===== src/rtl/wm_pkg.sv =====
// Shared constants and width helpers for the watermark blend datapath.
// SCALE is the fixed-point unit shared with the downstream divide stage.
package wm_pkg;

    localparam int unsigned SCALE      = 1000000;
    localparam int unsigned DATA_DEPTH = 8;
    localparam int unsigned IMG_SIZE   = 65536;

    function automatic int unsigned coef_width(input int unsigned dd);
        return 3 * dd;
    endfunction

    function automatic int unsigned out_width(input int unsigned dd);
        return 4 * dd;
    endfunction

    function automatic int unsigned cnt_width(input int unsigned n);
        return (n > 1) ? $clog2(n) : 1;
    endfunction

endpackage


===== src/rtl/wm_pipe_reg.sv =====
// Single valid/ready register slice without skid buffer; ready passes
// combinationally from downstream so back-to-back transfers have no bubbles.
module wm_pipe_reg #(
    parameter int unsigned W = 8
) (
    input  logic         clk,
    input  logic         rst,
    input  logic         up_valid,
    output logic         up_ready_c,
    input  logic [W-1:0] up_data,
    output logic         dn_valid,
    input  logic         dn_ready,
    output logic [W-1:0] dn_data
);

    assign up_ready_c = !dn_valid || dn_ready;

    always_ff @(posedge clk or negedge rst) begin
        if (!rst) begin
            dn_valid <= 1'b0;
            dn_data  <= '0;
        end else if (up_ready_c) begin
            dn_valid <= up_valid;
            if (up_valid) begin
                dn_data <= up_data;
            end
        end
    end

endmodule


===== src/rtl/watermark_blend_mac.sv =====
// Two-stage multiply-accumulate computing alpha*host + beta*mark (unscaled),
// with frame-synchronous coefficient swap, frame pixel counter and sticky saturation.
module watermark_blend_mac
    import wm_pkg::*;
#(
    parameter int unsigned Data_Depth = DATA_DEPTH,
    parameter int unsigned Coef_Width = 3 * Data_Depth,
    parameter int unsigned Img_Size   = IMG_SIZE
) (
    input  logic                      clk,
    input  logic                      rst,
    input  logic                      coef_wr,
    input  logic [Coef_Width-1:0]     coef_alpha,
    input  logic [Coef_Width-1:0]     coef_beta,
    input  logic                      in_valid,
    output logic                      in_ready,
    input  logic                      in_sof,
    input  logic [Data_Depth-1:0]     host_pix,
    input  logic [Data_Depth-1:0]     mark_pix,
    output logic                      out_valid,
    input  logic                      out_ready,
    output logic [4*Data_Depth-1:0]   prod1,
    output logic                      out_eof,
    output logic                      sat_flag
);

    localparam int unsigned PROD_W = Data_Depth + Coef_Width;
    localparam int unsigned OUT_W  = out_width(Data_Depth);
    localparam int unsigned ACC_W  = (PROD_W + 1 > OUT_W) ? PROD_W + 1 : OUT_W + 1;
    localparam int unsigned CNT_W  = cnt_width(Img_Size);
    localparam int unsigned S1_W   = 2 * PROD_W + 1;
    localparam int unsigned S2_W   = OUT_W + 1;
    localparam logic [CNT_W-1:0] CNT_LAST = CNT_W'(Img_Size - 1);

    logic                  run;
    logic                  accept_c;
    logic                  sof_acc_c;
    logic [Coef_Width-1:0] alpha_sh;
    logic [Coef_Width-1:0] beta_sh;
    logic [Coef_Width-1:0] alpha_act;
    logic [Coef_Width-1:0] beta_act;
    logic [Coef_Width-1:0] alpha_use_c;
    logic [Coef_Width-1:0] beta_use_c;
    logic [CNT_W-1:0]      count;
    logic                  eof_c;
    logic [PROD_W-1:0]     pa_c;
    logic [PROD_W-1:0]     pb_c;
    logic [S1_W-1:0]       s1_in_c;
    logic [S1_W-1:0]       s1_data;
    logic                  s1_valid;
    logic                  s1_ready_c;
    logic                  s2_ready_c;
    logic                  s1_eof;
    logic [PROD_W-1:0]     s1_pa;
    logic [PROD_W-1:0]     s1_pb;
    logic [ACC_W-1:0]      sum_c;
    logic                  sat_c;
    logic [OUT_W-1:0]      prod_c;
    logic [S2_W-1:0]       s2_in_c;
    logic [S2_W-1:0]       s2_data;

    // Input side: an sof pixel bypasses the active set and uses the freshest coefficients.
    always_comb begin
        alpha_use_c = alpha_act;
        beta_use_c  = beta_act;
        if (in_sof) begin
            alpha_use_c = coef_wr ? coef_alpha : alpha_sh;
            beta_use_c  = coef_wr ? coef_beta  : beta_sh;
        end
        accept_c  = in_valid && in_ready;
        sof_acc_c = accept_c && in_sof;
        eof_c     = !in_sof && (count == CNT_LAST);
        pa_c      = PROD_W'(alpha_use_c) * PROD_W'(host_pix);
        pb_c      = PROD_W'(beta_use_c) * PROD_W'(mark_pix);
        s1_in_c   = {eof_c, pa_c, pb_c};
    end

    assign in_ready = run && s1_ready_c;
    assign {s1_eof, s1_pa, s1_pb} = s1_data;

    always_comb begin
        sum_c   = ACC_W'(s1_pa) + ACC_W'(s1_pb);
        sat_c   = |sum_c[ACC_W-1:OUT_W];
        prod_c  = sat_c ? '1 : sum_c[OUT_W-1:0];
        s2_in_c = {s1_eof, prod_c};
    end

    assign {out_eof, prod1} = s2_data;

    wm_pipe_reg #(.W(S1_W)) u_s1 (
        .clk        (clk),
        .rst        (rst),
        .up_valid   (in_valid && run),
        .up_ready_c (s1_ready_c),
        .up_data    (s1_in_c),
        .dn_valid   (s1_valid),
        .dn_ready   (s2_ready_c),
        .dn_data    (s1_data)
    );

    wm_pipe_reg #(.W(S2_W)) u_s2 (
        .clk        (clk),
        .rst        (rst),
        .up_valid   (s1_valid),
        .up_ready_c (s2_ready_c),
        .up_data    (s2_in_c),
        .dn_valid   (out_valid),
        .dn_ready   (out_ready),
        .dn_data    (s2_data)
    );

    // Holds in_ready low until the first clock edge after reset release.
    always_ff @(posedge clk or negedge rst) begin
        if (!rst) begin
            run <= 1'b0;
        end else begin
            run <= 1'b1;
        end
    end

    always_ff @(posedge clk or negedge rst) begin
        if (!rst) begin
            alpha_sh  <= '0;
            beta_sh   <= '0;
            alpha_act <= '0;
            beta_act  <= '0;
        end else begin
            if (coef_wr) begin
                alpha_sh <= coef_alpha;
                beta_sh  <= coef_beta;
            end
            if (sof_acc_c) begin
                alpha_act <= alpha_use_c;
                beta_act  <= beta_use_c;
            end
        end
    end

    // Frame counter: sof restarts at 1, the last position wraps to 0.
    always_ff @(posedge clk or negedge rst) begin
        if (!rst) begin
            count <= '0;
        end else if (accept_c) begin
            if (in_sof) begin
                count <= CNT_W'(1);
            end else if (count == CNT_LAST) begin
                count <= '0;
            end else begin
                count <= count + CNT_W'(1);
            end
        end
    end

    // A new frame clears the flag before any older saturating pixel can set it.
    always_ff @(posedge clk or negedge rst) begin
        if (!rst) begin
            sat_flag <= 1'b0;
        end else if (sof_acc_c) begin
            sat_flag <= 1'b0;
        end else if (s1_valid && s2_ready_c && sat_c) begin
            sat_flag <= 1'b1;
        end
    end

endmodule


===== config.mk =====
export PLATFORM = sky130hd
export DESIGN_NAME = watermark_blend_mac
export DESIGN_NICKNAME = d
export VERILOG_FILES = /design/src/rtl/wm_pkg.sv /design/src/rtl/wm_pipe_reg.sv /design/src/rtl/watermark_blend_mac.sv
export SDC_FILE = /design/constraint.sdc
export NUM_CORES = 1
export LEC_CHECK = 0
export ABC_AREA = 1
export BUFFER_PORTS_ARGS = -buffer_cell sky130_fd_sc_hd__buf_2
export CAP_MARGIN = 40
export CORE_MARGIN = 5
export CORE_UTILIZATION = 25
export CTS_CLUSTER_DIAMETER = 40
export DETAILED_ROUTE_END_ITERATION = 12
export SYNTH_ARGS = -nofsm -noshare
export SYNTH_HDL_FRONTEND = slang
export SYNTH_SLANG_ARGS = --single-unit

===== constraint.sdc =====
create_clock -name clk -period 4.7 [get_ports clk]
set_input_delay 0.47 -clock clk [delete_from_list [all_inputs] [get_ports clk]]
set_output_delay 0.47 -clock clk [all_outputs]
set_load 0.02 [all_outputs]

==> flow_summary_export.csv, run 1 <==
group,metric,value,unit
global_routing,grt_max_degree,100,
clock_tree,clockBufferDepth,3,
pwr,ir_drop,473,µV
detailed_routing,vias,21100,
yosys,synth_mux_area_share,0,%
detailed_routing,ant_nets,0,
timing,worst_slew_pin_slew,0.970,ns
worst_setup_path,crit_type,"in -> reg",
final_layout,layout-drive-gt1-share,21.4,%
floorplanning,rows,112,
clock_tree,cts.sinks,214,
clock_tree,htreeDepth,2,
status,status,"complete, no violations",
final_layout,mostFrequentLayoutCell,"nand2_1",
timing,hold_viol_final,0,
global_routing,grt_pass1_vias,21300,
yosys,synth_top_family_by_area,"adder cells",
floorplanning,die_h,316,µm
pwr,p_leak,16.0,nW
final_layout,fillers,9987,
detailed_routing,avgRoutedWirePerCell,14.4,µm
floorplanning,fp.dieW,316,µm
worst_setup_path,endpoint_kind,"register",
placement,dp_cells,4842,
clock_tree,clock_latency,0.61,ns
yosys,synth_warnings,0,
yosys,synthAdderAreaFrac,29.9,%
final_layout,fin_nets,4120,
clock_tree,cts_tree,"done",
yosys,synth-simple-area-share,28.5,%
worst_setup_path,critical_path.max_stage_delay,0.53,ns
worst_setup_path,cp_max_fo,11,
yosys,synth_edf_count,0,
min_path,hold_class,"in -> reg",
timing,rsz0062_at_grt,"true",
detailed_routing,drc_errors,0,
flow_run,cap_viol_max_count,0,
pwr,power.total,25.4,mW
placement,dp_hpwl,58.5,mm
yosys,syn_nets,3700,
global_routing,grt_use_total,14.3,%
clock_tree,root_buffer,"clkbuf_16",
worst_setup_path,crit_slowest_cell,"fa_1",
timing,finalSetupTns,0,ns
worst_setup_path,cp.arrival,5.00,ns
global_routing,grt_pass1_wl,115,mm
timing,finalSetupViolations,0,
pwr,power.density,839,nW/µm²
worst_setup_path,crit_path_frequent_cell,"nand2_1",
timing,fin_crit,4.51,ns
detailed_routing,wirelength,71.3,mm
clock_tree,cts_buffers,46,
worst_setup_path,cp_top_family,"adder cells",
floorplanning,start_util,25.2,%
final_layout,n_antenna_cell,0,
timing,slew_viol_final,0,
yosys,synthesis.area,23400,µm²
timing,period_share,96.0,%
floorplanning,core-area,93200,µm²
final_layout,final_cell_mix,"nand2_1, inv_1, nor2_1",
final_layout,stdcell_count,4940,
detailed_routing,via_per_inst,4.28,
yosys,synthFlopType,"dfrtp_1",
worst_setup_path,cp_num_buf_inv,7,
yosys,synth_seq_cells,214,
yosys,synth-compound-area-share,6.91,%
worst_setup_path,cp.required,5.19,ns
detailed_routing,dr.pass1.iters,5,
placement,io_buffers,105,
floorplanning,dieArea,100000,µm²
detailed_routing,drt_iter0_drc,1224,
worst_setup_path,start_kind,"input pin",
timing,skew,0.0363,ns
clock_tree,path_clk_slew,0.05,ns
yosys,seq_area_frac_synth,22.8,%
floorplanning,pin_count,106,
final_layout,area_growth,29.2,%
global_routing,overflow,0,
yosys,netlist_instances,3228,
placement,gp_congestion,0.954,
yosys,synth_xor_area_share,1.34,%
timing,max-slew-margin-rel,35.3,%
global_routing,grt_antenna_before_repair,1,
timing,fmax,0.222,GHz
yosys,synth.avg_cell_area,7.26,µm²
yosys,ys_types,48,
yosys,async_flop_share,100,%
registers in the layout, summed over array words and instances, names as in the netlist, 16 cells and up:
signal and count:
alpha_act 24, beta_act 24, beta_sh 24, u_s2.dn_data 33
u_s1.dn_data 65, alpha_sh 24, count 16
layer usage:
metal / up-vias / wire length [µm] / track usage (%)
li1: 10600 / - / -
met1: 9935 / 34200 / 20.3
met2: 459 / 31100 / 22.3
met3: 127 / 3360 / 2.24
met4: 0 / 2550 / 5.02
met5: - / 0 / 0
final timing paths:
path / start / end / slack [ns] / cells past startpoint
min in group asynchronous: rst / u_s1.dn_valid / 0.48 / 2
max in group asynchronous: rst / beta_act[23] / 2.91 / 3
worst min-delay path: in_valid / u_s1.dn_valid / 0.11 / 3
worst min register to register: beta_sh[21] / beta_sh[21] / 0.46 / 2
worst max-delay path: coef_wr / u_s1.dn_data[63] / 0.19 / 25
worst max register to register: beta_act[9] / u_s1.dn_data[15] / 0.22 / 16
per-stage QoR:
stage | util, % | area (µm²) | worst slack (ns) | hold slack, ns
floorplan | - | 23500 | 0.0335 | 0.174
global placement | 29.9 | 27900 | -0.733 | 0.449
detailed placement | 29.9 | 27900 | -0.786 | 0.456
CTS | 31.7 | 29600 | -0.00490 | 0.0810
global route | 32.5 | 30300 | -0.0364 | 0.112
finish | 32.5 | 30300 | 0.186 | 0.111
cell usage after synthesis, types with 2 or more instances:
cell type	n	area, µm²
o31ai_1	3	22.5
clkbuf_1	44	165
nor4_1	2	12.5
o21ai_1	12	60.1
buf_1	10	37.5
o21bai_1	6	45.0
o21bai_2	6	67.6
xor2_1	22	193
dfrtp_1	214	5360
nand3_1	133	666
inv_1	547	2050
a31oi_1	4	25.0
nand4_1	12	75.1
a21oi_1	92	460
nor3_1	11	55.1
xnor2_1	14	123
nor2_2	52	325
clkinv_1	6	22.5
a21oi_2	4	35.0
fa_1	265	5310
nand2_1	914	3430
a21boi_0	2	15.0
or2_2	8	50.1
o21a_1	9	67.6
o22ai_1	2	12.5
buf_6	3	33.8
nand3b_1	10	75.1
o21ai_2	19	166
o21ai_0	116	581
nand3_2	2	20.0
nand2_2	9	56.3
inv_2	7	26.3
nor2_1	494	1850
buf_2	23	115
and2_1	2	12.5
ha_1	137	1710
worst min-delay path, cell delays in order:
cell     delay [ns]
buf_2          0.08
nand2_1        0.06
nand2_1        0.07
timing repair:
item,in CTS,in global routing
pin swaps,3,11
resized for setup,10,173
hold buffers,1,0
setup buffers,1,10
hold endpoints to repair,46,0
endpoints found under the setup margin,12,47
cell type report:
cell class,count,area [µm²],share of cell area (%)
clock buffer,52,1200,3.97
timing repair buffer,453,3360,11.1
tap,1254,1570,5.18
sequential,214,5360,17.7
clock inverter,34,428,1.41
multi-input combinational,2373,16300,53.7
inverter,560,2100,6.95
report_power, final:
group | internal [mW] | switching, mW | leakage (nW)
sequential | 2.39 | 0.371 | 2.64
combinational | 8.12 | 11.1 | 12.6
clock | 2.13 | 1.26 | 0.785
total | 12.6 | 12.8 | 16.0
kinds of logic after synthesis:
logic type      Yosys count
simple gates           1653
buf+inv                 641
fa+ha+maj               402
compound gates          281
flops                   214
xor+xnor                 36
other cells               1
Power figures use the tool's default switching activity.
==> run 2: changes to the inputs <==
--- a/config.mk
+++ b/config.mk
@@ -11,7 +11,9 @@
 export CORE_MARGIN = 5
 export CORE_UTILIZATION = 25
 export CTS_CLUSTER_DIAMETER = 40
+export CTS_CLUSTER_SIZE = 20
 export DETAILED_ROUTE_END_ITERATION = 12
+export MAX_ROUTING_LAYER = met4
 export SYNTH_ARGS = -nofsm -noshare
 export SYNTH_HDL_FRONTEND = slang
 export SYNTH_SLANG_ARGS = --single-unit
==> constraint.sdc (replaced) <==
create_clock -name clk -period 4.6 [get_ports clk]
set_input_delay 0.46 -clock clk [delete_from_list [all_inputs] [get_ports clk]]
set_output_delay 0.46 -clock clk [all_outputs]
set_load 0.02 [all_outputs]
==> flow_summary_export.csv, run 2 (synthesized netlist as in run 1, its figures left out) <==
group,metric,value,unit
floorplanning,die_h,316,µm
worst_setup_path,cp.required,5.05,ns
placement,dp_cells,4853,
final_layout,layout-drive-gt1-share,22.9,%
final_layout,area_growth,31.8,%
detailed_routing,drt_iter0_drc,1070,
global_routing,grt_max_degree,108,
flow_run,cap_viol_max_count,0,
final_layout,fillers,9896,
timing,whs,0.0856,ns
detailed_routing,wirelength,72.4,mm
clock_tree,cts_tree,"done",
global_routing,grt_antenna_before_repair,2,
clock_tree,path_clk_slew,0.05,ns
global_routing,grt_pass1_wl,116,mm
detailed_routing,avgRoutedWirePerCell,14.6,µm
global_routing,grt_pass1_vias,21500,
timing,hold_viol_final,0,
clock_tree,clockBufferDepth,3,
worst_setup_path,reg2regPathDepth,22,
placement,dp_hpwl,58.4,mm
detailed_routing,dr.pass1.iters,8,
timing,period_share,96.8,%
pwr,power.density,877,nW/µm²
floorplanning,rows,112,
worst_setup_path,cp_max_fo,7,
min_path,hold_class,"in -> reg",
final_layout,final_cell_mix,"nand2_1, inv_1, nor2_1",
pwr,ir_drop,536,µV
final_layout,largest_register_ffs,65,
timing,fin_crit,4.45,ns
detailed_routing,via_per_inst,4.30,
clock_tree,cts.sinks,214,
placement,io_buffers,105,
worst_setup_path,crit_type,"reg -> reg",
final_layout,mostFrequentLayoutCell,"nand2_1",
clock_tree,root_buffer,"clkbuf_16",
timing,skew,0.0474,ns
global_routing,grt_use_total,14.8,%
clock_tree,htreeDepth,2,
floorplanning,pin_count,106,
timing,fmax,0.225,GHz
timing,worst_slew_pin_slew,0.935,ns
floorplanning,core-area,93200,µm²
pwr,power.total,27.1,mW
final_layout,largest-register,"u_s1.dn_data",
final_layout,largest_registers,"u_s1.dn_data: 65 flops, u_s2.dn_data: 33 flops",
worst_setup_path,cp-startpoint,"beta_sh[7]",
clock_tree,cts_buffers,49,
global_routing,overflow,0,
timing,rsz0062_at_grt,"true",
timing,finalSetupViolations,0,
worst_setup_path,crit_path_end,"u_s1.dn_data[27]",
timing,max-slew-margin-rel,37.7,%
clock_tree,clock_latency,0.60,ns
final_layout,finish.instance_area,30900,µm²
worst_setup_path,start_kind,"register",
status,status,"complete, no violations",
final_layout,stdcell_count,4971,
final_layout,fin_nets,4147,
worst_setup_path,crit-reg2reg-capture,"u_s1.dn_data[27]",
floorplanning,fp.dieW,316,µm
placement,placed_area,28100,µm²
timing,slew_viol_final,0,
floorplanning,dieArea,100000,µm²
worst_setup_path,endpoint_kind,"register",
worst_setup_path,cp.arrival,4.90,ns
worst_setup_path,r2r_slack,0.15,ns
detailed_routing,ant_nets,0,
floorplanning,start_util,25.2,%
timing,finalSetupTns,0,ns
worst_setup_path,r2r_start,"beta_sh[7]",
placement,gp_congestion,0.946,
pwr,p_leak,16.2,nW
detailed_routing,vias,21400,
detailed_routing,drc_errors,0,
==> run 2: changes by cell type in the layout (fill, tap and decap cells not counted), moves of 11 or more <==
cell,before,now
nor2_1,452,434
a21oi_2,35,24
nand2_2,20,31
a21oi_1,60,71
buf_4,329,348
==> run 2: worst min path at each step <==
stage / slack [ns] / end / start / cells past startpoint
2_1_floorplan: 0.16 / alpha_act[0] / rst / 0
3_3_place_gp: 0.45 / beta_sh[10] / beta_sh[10] / 2
3_5_place_dp: 0.45 / beta_sh[10] / beta_sh[10] / 2
4_1_cts: 0.05 / alpha_sh[17] / coef_alpha[17] / 3
5_1_grt: 0.09 / alpha_sh[15] / coef_alpha[15] / 3
6_report: 0.09 / alpha_sh[17] / coef_alpha[17] / 3
==> run 2: metrics by stage <==
step,utilization [%],worst slack [ns]
floorplan,-,-0.00588
global placement,30.1,-0.721
detailed placement,30.2,-0.697
CTS,32.1,0.00120
global route,33.2,-0.0480
finish,33.2,0.147
==> run 2: layer usage <==
layer | up-vias | track usage, % | share of wire (%)
met5 | - | - | 0
met4 | 0 | 3.30 | 2.1
met3 | 92 | 2.14 | 4.9
met2 | 466 | 22.9 | 45
met1 | 10100 | 20.7 | 48
li1 | 10700 | - | -
==> run 2: what timing repair did <==
| action | CTS | global route |
|---|---|---|
| buffers inserted | 0 | 21 |
| endpoints found under the hold margin | 44 | 0 |
| hold buffers | 1 | 0 |
| pin swaps | 0 | 35 |
| resized for setup | 6 | 222 |
| setup endpoints to repair | 4 | 47 |
| cloned | 0 | 3 |
==> run 2: critical path, stage by stage (launching register included) <==
cell and delay (ns):
dfrtp_1 0.36, nand2_1 0.09, nand3_2 0.10, o21ai_2 0.09
buf_6 0.15, nor2_1 0.06, fa_1 0.54, fa_2 0.45
fa_1 0.50, inv_1 0.06, fa_2 0.55, inv_1 0.08
ha_4 0.31, nand2_1 0.13, nor2_2 0.18, buf_4 0.13
nand2_1 0.09, nor2_1 0.10, nand2_1 0.08, nand3_1 0.09
nand2_1 0.05, nand3_1 0.09, nand2_1 0.06
==> run 2: where the power goes <==
part           switching [mW]  leakage, nW  internal, mW
clock                    1.31        0.826          2.40
sequential              0.401         2.64          2.44
combinational            11.8         12.8          8.73
==> run 2: cell type report <==
type                       count  area [µm²]  share of cell area (%)
timing repair buffer         477        3640                    11.8
tap                         1254        1570                    5.08
clock buffer                  57        1290                    4.16
clock inverter                35         462                    1.49
inverter                     560        2110                    6.82
antenna                        1        2.50                 0.00810
sequential                   214        5360                    17.3
multi-input combinational   2373       16500                    53.3
==> run 3: changes to the inputs <==
--- a/config.mk
+++ b/config.mk
@@ -13,6 +13,7 @@
 export CTS_CLUSTER_DIAMETER = 40
 export CTS_CLUSTER_SIZE = 20
 export DETAILED_ROUTE_END_ITERATION = 12
+export GPL_TIMING_DRIVEN = 0
 export MAX_ROUTING_LAYER = met4
 export SYNTH_ARGS = -nofsm -noshare
 export SYNTH_HDL_FRONTEND = slang
==> flow_summary_export.csv, run 3 (synthesized netlist as in run 1, its figures left out) <==
group,metric,value,unit
detailed_routing,wirelength,73.9,mm
floorplanning,die_h,316,µm
flow_run,cap_viol_max_count,0,
final_layout,multi_input_area,17100,µm²
timing,finalSetupViolations,0,
clock_tree,path_clk_slew,0.06,ns
worst_setup_path,critical_path.max_stage_delay,0.55,ns
placement,dp_hpwl,59.2,mm
global_routing,overflow,0,
worst_setup_path,cp_max_fo,10,
timing,fmax,0.218,GHz
timing,setup_ws,0.0164,ns
detailed_routing,avgRoutedWirePerCell,15.6,µm
detailed_routing,drt_iter0_drc,1417,
final_layout,largest_register_ffs,65,
detailed_routing,ant_nets,0,
worst_setup_path,cp.arrival,5.01,ns
final_layout,largest-register,"u_s1.dn_data",
floorplanning,core-area,93200,µm²
worst_setup_path,r2r_slack,0.03,ns
global_routing,grt_max_degree,112,
detailed_routing,dr.pass1.iters,6,
final_layout,final_cell_mix,"nand2_1, inv_1, nor2_1",
worst_setup_path,cp_top_family,"adder cells",
clock_tree,cts.sinks,214,
detailed_routing,drc_errors,0,
timing,max-slew-margin-rel,44.7,%
clock_tree,clockBufferDepth,3,
final_layout,seq_area,5360,µm²
placement,io_buffers,98,
timing,period_share,99.6,%
worst_setup_path,cp.required,5.03,ns
clock_tree,htreeDepth,2,
global_routing,grt_use_total,14.9,%
worst_setup_path,r2r_start,"beta_sh[5]",
floorplanning,start_util,25.2,%
status,status,"complete, no violations",
final_layout,area_growth,23.8,%
timing,hold_viol_final,0,
global_routing,grt_pass1_wl,115,mm
timing,worst_slew_pin_slew,0.830,ns
worst_setup_path,crit_slowest_cell,"fa_1",
timing,skew,0.0353,ns
timing,fin_crit,4.58,ns
clock_tree,cts_tree,"done",
min_path,hold_class,"in -> reg",
worst_setup_path,cp_num_buf_inv,7,
detailed_routing,via_per_inst,4.45,
global_routing,grt_pass1_vias,20700,
worst_setup_path,start_kind,"input pin",
floorplanning,fp.dieW,316,µm
final_layout,layout-drive-gt1-share,18.8,%
clock_tree,root_buffer,"clkbuf_16",
worst_setup_path,crit_type,"in -> reg",
final_layout,mostFrequentLayoutCell,"nand2_1",
floorplanning,pin_count,106,
floorplanning,dieArea,100000,µm²
detailed_routing,vias,21000,
clock_tree,cts_buffers,37,
final_layout,fin_nets,3916,
placement,gp_congestion,0.948,
global_routing,grt_antenna_before_repair,3,
final_layout,fillers,9972,
final_layout,largest_registers,"u_s1.dn_data: 65 flops, u_s2.dn_data: 33 flops",
timing,slew_viol_final,0,
clock_tree,clock_latency,0.55,ns
timing,rsz0062_at_grt,"true",
worst_setup_path,endpoint_kind,"register",
worst_setup_path,cp-startpoint,"coef_wr",
floorplanning,rows,112,
min_path,hold_start,"coef_alpha[9]",
placement,dp_slack,-1.43,ns
run 3: cell types whose count changed in the layout (fill, tap and decap cells not counted), sizes merged:
cell      delta
buf        -262
clkbuf      +22
clkinvlp     -7
bufinv       -6
clkinv       +3
diode        +2
o21ai        +2
run 3: area by class of cell:
class	count	share of cell area, %
plain buffers	81	1.82
repair buffers	175	4.07
clock buffers	38	3.20
inverters	560	7.30
clock inverters	25	0.961
well taps	1254	5.40
flip-flops and latches	214	18.4
multi-input cells	2375	58.8
diodes	3	0.0259
run 3: path summary, 6_finish.rpt:
kind,to,depth (start not counted)
min in group asynchronous,run,3
hold / removal,alpha_sh[9],3
max in group asynchronous,beta_sh[18],4
hold reg to reg,beta_sh[11],2
setup reg to reg,u_s1.dn_data[31],21
setup / recovery,u_s1.dn_data[30],25
run 3: per-layer routing:
metal	vias to the layer above	part of all wire (%)	GRT usage, %
met1	9979	46	20.1
met5	-	0	-
met4	0	4.1	5.37
met2	658	43	22.3
li1	10200	-	-
met3	135	7.2	3.05
run 3: worst reg2reg max path: stages (launching register included):
cell	delay, ns
dfrtp_1	0.36
nand2_1	0.08
nand2_2	0.08
nor2_2	0.12
nor2_2	0.06
inv_2	0.16
nor2_1	0.10
fa_1	0.60
fa_2	0.45
fa_1	0.49
inv_1	0.06
fa_1	0.48
inv_1	0.09
ha_4	0.33
nand2_1	0.10
nor2_1	0.17
nand3_1	0.12
nand3b_1	0.21
nand2_1	0.10
nand3_1	0.14
nand3_4	0.14
nand2_1	0.11
run 3: stage by stage:
step	cell area, µm²	hold slack [ns]	util, %	setup TNS, ns	instances
floorplan	23500	0.164	-	-0.0248	3228
global placement	25600	0.448	27.5	-241.06	4580
detailed placement	25700	0.453	27.5	-52.20	4583
CTS	27500	0.132	29.5	-0.0700	4678
global route	29000	0.148	31.2	-0.842	4725
finish	29000	0.148	31.2	0	4725
run 3: repair_timing:
action	4_1_cts	5_1_grt
resized for setup	131	297
hold buffers	1	0
cloned	0	3
hold endpoints to repair	53	0
setup buffers	31	41
endpoints found under the setup margin	47	44
pin swaps	16	50
Power of run 3 is not shown: default switching activity piles up to over one toggle a cycle in this logic, so the estimate is an artifact.
